--- config.mk ---
export PLATFORM = sky130hd
export DESIGN_NAME = fetch_sequencer
export DESIGN_NICKNAME = d
export VERILOG_FILES = /design/src/rtl/fetch_sequencer.sv
export SDC_FILE = /design/constraint.sdc
export NUM_CORES = 1
export LEC_CHECK = 0
export ABC_CLOCK_PERIOD_IN_PS = 1600
export CAP_MARGIN = 20
export CORE_ASPECT_RATIO = 1.4
export CORE_MARGIN = 5
export CORE_UTILIZATION = 39
export CTS_CLUSTER_SIZE = 28
export DETAILED_ROUTE_END_ITERATION = 10
export PLACE_DENSITY = 0.79
export SYNTH_ARGS = -nofsm -noshare
export SYNTH_HDL_FRONTEND = slang
export SYNTH_SLANG_ARGS = --single-unit
export TNS_END_PERCENT = 1
--- constraint.sdc ---
create_clock -name Clock -period 1.6 [get_ports Clock]
set_clock_uncertainty 0.2 [all_clocks]
set_input_delay 0.32 -clock Clock [delete_from_list [all_inputs] [get_ports Clock]]
set_output_delay 0.32 -clock Clock [all_outputs]
set_load 0.01 [all_outputs]
--- src/rtl/fetch_sequencer.sv ---
// fetch_sequencer: two-byte instruction fetch controller with PC, IR byte strobes and wait-state watchdog
module fetch_sequencer #(
  parameter int ADDR_W = 8,
  parameter logic [ADDR_W-1:0] RESET_PC = '0,
  parameter int MAX_WAIT = 15
) (
  input  logic              Clock,
  input  logic              Reset,
  input  logic              Enable,
  input  logic              MemReady,
  input  logic              ExecDone,
  input  logic              Branch,
  input  logic [ADDR_W-1:0] BranchTarget,
  output logic              MemRead,
  output logic [ADDR_W-1:0] MemAddr,
  output logic              IR_LH,
  output logic              IR_Write,
  output logic              InstrValid,
  output logic [ADDR_W-1:0] PC,
  output logic              TimeoutErr
);
  localparam int CW = $clog2(MAX_WAIT + 1);
  typedef enum logic [2:0] {IDLE, FETCH_LO, FETCH_HI, ISSUE, FAULT} state_t;
  state_t state_q, state_d;
  logic [ADDR_W-1:0] pc_q, pc_d;
  logic [CW-1:0] cnt_q, cnt_d;
  logic err_q, err_d;
  logic fetch;
  assign fetch      = state_q == FETCH_LO || state_q == FETCH_HI;
  assign MemRead    = fetch;
  assign MemAddr    = pc_q;
  assign PC         = pc_q;
  assign IR_LH      = state_q == FETCH_HI;
  assign IR_Write   = fetch & MemReady & ~Reset;
  assign InstrValid = state_q == ISSUE;
  assign TimeoutErr = err_q;
  // next state, PC advance and wait counter; counter is zero outside a stalled fetch
  always_comb begin
    state_d = state_q;
    pc_d    = pc_q;
    cnt_d   = '0;
    err_d   = err_q;
    case (state_q)
      IDLE: if (Enable) state_d = FETCH_LO;
      FETCH_LO, FETCH_HI:
        if (MemReady) begin
          pc_d    = pc_q + ADDR_W'(1);
          state_d = state_q == FETCH_LO ? FETCH_HI : ISSUE;
        end else if (cnt_q == CW'(MAX_WAIT)) begin
          state_d = FAULT;
          err_d   = 1'b1;
        end else cnt_d = cnt_q + CW'(1);
      ISSUE:
        if (ExecDone) begin
          if (Branch) pc_d = BranchTarget;
          state_d = Enable ? FETCH_LO : IDLE;
        end
      default: ;
    endcase
  end
  // state registers with synchronous reset
  always_ff @(posedge Clock) begin
    if (Reset) begin
      state_q <= IDLE;
      pc_q    <= RESET_PC;
      cnt_q   <= '0;
      err_q   <= 1'b0;
    end else begin
      state_q <= state_d;
      pc_q    <= pc_d;
      cnt_q   <= cnt_d;
      err_q   <= err_d;
    end
  end
endmodule

==> metrics.txt, run 1 <==
syn nets 131; TritonCTS clock tree done; CP peak stage delay 0.35 ns; CP cell instances xor2_1, nand2b_1, nor3_2, buf_2; worst slew pin tran 0.320 ns; Worst EP required 1.08 ns; count of state elements after synthesis 16; Slew headroom 0.785; Flop pwr share 0.298; switch share 0.378; Total Wirelength 2.55 mm; RSZ-0062 raised after global routing yes; Pleak 0.670 nW; clk sinks 16; commonest cells after routing, fill and taps aside dlygate4sd2_1 (19), buf_4 (10), clkdlybuf4s50_1 (10); share of cells above drive strength 1 0.308; number of diodes 0; dpl hpwl 1.96 mm; WHS Path Cells 1; global-route wire length before repair 4.28 mm; CP max-delay cell dfxtp_2; max-cap viol count 0; depth of the worst register-to-register path 5; Final period util 1.09; Die Y 69.2 µm; Via Count 1005; Reg clk slew, reported paths 0.10 ns; final setup margin -0.148 ns; initial antenna violation count 0; IR drop worst, VDD 922 µV; DRT iter0 DRCs 31; Rows 21; R2R Path End cnt_q[2]$_SDFF_PP0_; CTS buffer count 3; worst path bufs/invs 1; CORE AREA 2390 µm²; Clk Latency, worst-skew pair 0.29 ns; Syn Std Cell Area 976 µm²; Avg Inst Size Synth 8.49 µm²; Post-synth EDFFs 0; gr usage total 0.149; Area Overhead vs Synth 49.2%; Die Area 3620 µm²; Comb pwr share 0.548; Yosys cell types 40; sequential element share of the synthesized area 0.328; IO Count 35; largest net degree at the start of global routing 11; predominant post-synthesis flop cell dfxtp_1; WP data arrival 1.23 ns; port bufs 34; first-pass iteration count of the detailed router 5; most common cell after layout, fill and taps aside dlygate4sd2_1; starting density of the core 0.408; clock share of power 0.155; dpl cell area 1370 µm²; final hold violation count 0; design area 1460 µm²; critical path endpoint category output pin; # nets final 173; GP Congestion 0.794; Final Non-Filler Cells 190; Setup crit start state_q[0]$_SDFFE_PP0P_; status finished with violations; Top Family by Delay on Critical Path flip-flops; pwr/cell area 1190 nW/µm²; critical path class reg -> out; H-tree levels 1; Int Pwr 1.08 mW; Chip Width 52.3 µm; CTS root buf clkbuf_4; Clock Tree Buf Depth 2; crit-path max FO 2; failing checks negative setup slack; R2R Setup Slk -0.07 ns; number of global-route vias before repair 1015; grt ovf 0; Antenna Nets Post-Route 0; Hold/Removal Path Class reg -> reg; placed insts 184; CP Launch Type flip-flop; dpl ws -0.582 ns; Worst Setup EP IR_Write; Reg-to-Reg Start state_q[0]$_SDFFE_PP0P_; drt wl/cell 13.4 µm; Setup Viol. Count Final 10; min Tclk post-route 1.75 ns; Final Slew Violations 0; vias per std cell 5.29; share of flip-flops with an asynchronous set or reset 0; total chip power 1.73 mW; # DRC 0; Fmax achieved 572 MHz; P_sw 0.655 mW; Gate Count Post-Synth 115; synth warn 0; critical path depth 4
sequential cells by signal, indices dropped and copies added, names as in the netlist:
register,flops
MemAddr,8
cnt_q,4
TimeoutErr,1
state_q,3
timing repair:
| item | CTS | global route |
|---|---|---|
| hold buffers | 0 | 0 |
| resized for setup | 54 | 10 |
| cloned | 1 | 0 |
| buffers inserted | 1 | 0 |
| pin swaps | 6 | 6 |
| setup endpoints to repair | 35 | 19 |
cells by family after synthesis:
group	share of synthesized area
AND/OR/NAND/NOR	0.244
AO/OA/AOI/OAI	0.235
buffers and inverters	0.120
flip-flops	0.328
XOR/XNOR	0.0269
multiplexers	0.0205
adder cells (fa/ha/maj)	0.0256
synthesized netlist by cell type, drive strengths merged, types with 3 or more instances:
cell type	number	area (µm²)
dfxtp	16	320
buf	12	91.3
o21ai	10	50.0
a21oi	9	48.8
nor2	7	26.3
and2	6	37.5
inv	6	22.5
nand3	6	35.0
nand2	5	18.8
nor3	4	20.0
a311oi	3	38.8
nor3b	3	22.5
worst register-to-register path: cells and delay by family, from the launching register on:
kind | cells | cell delay (ns)
and+or+nand+nor | 3 | 0.76
xor gates and xnor gates | 1 | 0.16
DFF | 1 | 0.35
buffers and inverters | 1 | 0.15
metal layers:
layer | up-vias | wire (µm) | global-route usage
met5 | - | 0 | 0
met4 | 0 | 21 | 0.0625
met3 | 4 | 163 | 0.0409
met2 | 42 | 1400 | 0.267
met1 | 467 | 967 | 0.156
li1 | 492 | - | -
how the worst min path moves through the flow:
| stage | slack (ns) | end | from |
|---|---|---|---|
| after floorplan | 0.22 | cnt_q[0]$_SDFF_PP0_ | cnt_q[0]$_SDFF_PP0_ |
| after global placement | 0.23 | cnt_q[0]$_SDFF_PP0_ | cnt_q[0]$_SDFF_PP0_ |
| after detailed placement | 0.24 | cnt_q[0]$_SDFF_PP0_ | cnt_q[0]$_SDFF_PP0_ |
| after CTS | 0.25 | cnt_q[0]$_SDFF_PP0_ | cnt_q[0]$_SDFF_PP0_ |
| after global routing | 0.28 | cnt_q[0]$_SDFF_PP0_ | cnt_q[0]$_SDFF_PP0_ |
| final | 0.25 | cnt_q[0]$_SDFF_PP0_ | cnt_q[0]$_SDFF_PP0_ |
through the flow:
stage | util | TNS, ns | hold WS (ns)
after floorplan | - | 0 | 0.217
after global placement | 0.572 | -5.76 | 0.227
after detailed placement | 0.572 | -6.36 | 0.236
after CTS | 0.596 | -0.751 | 0.250
after global routing | 0.609 | -1.81 | 0.282
final | 0.609 | -0.537 | 0.253
final cells by class:
type	instances	area (µm²)
sequential	16	330
fill	214	935
clock buffer	4	36.3
inverter	6	22.5
multi-input combinational	80	571
tap	34	42.5
timing repair buffer	50	454
power by group through the flow:
stage | logic [mW] | clock network (mW) | registers, mW
after global placement | 0.828 | 0 | 0.514
after floorplan | 0.511 | 0 | 0.525
after detailed placement | 0.862 | 0 | 0.518
after global routing | 1.02 | 0.304 | 0.528
final | 0.949 | 0.268 | 0.516
after CTS | 0.886 | 0.279 | 0.518
Power figures use the tool's default switching activity.
==> run 2, diff against run 1 <==
- SKIP_LAST_GASP: unset -> 1
==> metrics.txt, run 2 (synthesized netlist as in run 1, its figures left out) <==
gr usage total 0.147; largest net degree at the start of global routing 11; CORE AREA 2390 µm²; critical path class reg -> out; starting density of the core 0.408; depth of the worst register-to-register path 6; CP max-delay cell clkdlybuf4s50_1; Fill cells 211; TritonCTS clock tree done; min Tclk post-route 1.74 ns; initial antenna violation count 0; Clk Latency, worst-skew pair 0.28 ns; failing checks negative setup slack; clk sinks 16; crit-path max FO 6; Hold Path End cnt_q[0]$_SDFF_PP0_; Final period util 1.09; H-tree levels 1; Pleak 0.583 nW; Hold/Removal Path Class reg -> reg; Reg clk slew, reported paths 0.09 ns; number of diodes 0; CP Launch Type flip-flop; vias per std cell 5.21; dpl hpwl 1.96 mm; WP data arrival 1.22 ns; # nets final 173; Area Overhead vs Synth 48.3%; Setup Viol. Count Final 34; IO Count 35; pwr/cell area 1180 nW/µm²; CP cell instances clkdlybuf4s50_1; Top Family by Delay on Critical Path buffers and inverters; CP peak stage delay 0.55 ns; Via Count 990; final hold violation count 0; Rows 21; Worst EP required 1.08 ns; max-cap viol count 0; Die Area 3620 µm²; R2R Setup Slk -0.10 ns; min-delay src cnt_q[0]$_SDFF_PP0_; Chip Width 52.3 µm; RSZ-0062 raised after global routing yes; CTS root buf clkbuf_4; Clock Tree Buf Depth 2; number of global-route vias before repair 1011; Total Wirelength 2.52 mm; worst slew pin tran 0.436 ns; commonest cells after routing, fill and taps aside clkdlybuf4s50_1 (28), buf_4 (12), dfxtp_2 (9); critical path endpoint category output pin; WHS Path Cells 1; status finished with violations; Die Y 69.2 µm; Slew headroom 0.707; share of cells above drive strength 1 0.282; global-route wire length before repair 4.23 mm; drt wl/cell 13.3 µm; port bufs 34; Reg-to-Reg Start state_q[1]$_SDFFE_PP0P_; grt ovf 0; Fin Hold WS 0.251 ns; dpl ws -0.582 ns; final setup margin -0.145 ns; # DRC 0; Fmax achieved 573 MHz; first-pass iteration count of the detailed router 5; Antenna Nets Post-Route 0; max FFs per register 8; Final Slew Violations 0; R2R Path End MemAddr[1]$_SDFFE_PP0P_; worst path bufs/invs 1; IR drop worst, VDD 953 µV; CTS Hold Bufs 0; most common cell after layout, fill and taps aside clkdlybuf4s50_1; Setup crit start MemAddr[5]$_SDFFE_PP0P_; CTS buffer count 3; DRT iter0 DRCs 30; GP Congestion 0.794
run 2: routing by layer:
metal  share of wire  track usage  up-vias
li1                -            -      488
met1            0.39        0.153      459
met2            0.54        0.266       38
met3           0.064       0.0387        5
met4           0.012       0.0625        0
met5               0            0        -
run 2: worst max-delay path by stage:
stage / end / slack [ns] / cells past startpoint
5_1_grt: MemRead / -0.21 / 5
3_3_place_gp: IR_Write / -0.57 / 4
2_1_floorplan: MemAddr[1]$_SDFFE_PP0P_ / 0.006 / 6
3_5_place_dp: IR_Write / -0.58 / 4
6_report: PC[5] / -0.14 / 1
4_1_cts: MemAddr[6] / -0.18 / 1
run 2: final cells by class:
cell class              instances  area (µm²)  share of cell area
well taps                      34        42.5              0.0294
repair buffers                 50         467               0.322
clock buffers                   4        36.3              0.0251
multi-input cells              80         548               0.379
inverters                       6        22.5              0.0156
flip-flops and latches         16         332               0.229
run 2: power by group:
group | internal, mW | switching, mW
Combinational | 0.480 | 0.443
Clock | 0.138 | 0.126
Sequential | 0.462 | 0.0568
Total | 1.08 | 0.626
run 2: worst reg2reg max path, stage by stage (launching register included):
cell and delay [ns]:
dfxtp_2 0.34, buf_6 0.14, nand2b_1 0.17, a311oi_2 0.25, buf_4 0.21, nor2_1 0.06, a311oi_2 0.25
run 2: timing repair:
item,4_1_cts,5_1_grt
endpoints found under the hold margin,0,0
buffers inserted,1,0
setup endpoints to repair,35,34
pin swaps,1,1
cloned,1,0
resized for setup,23,8
run 2: per-stage QoR:
step	util	setup TNS [ns]	instances	cell area, µm²	total power [mW]
global placement	0.572	-5.76	184	1370	1.34
finish	0.605	-3.25	190	1450	1.71
CTS	0.597	-4.32	190	1430	1.69
global route	0.605	-5.45	190	1450	1.83
floorplan	-	0	115	976	1.04
detailed placement	0.572	-6.36	184	1370	1.38
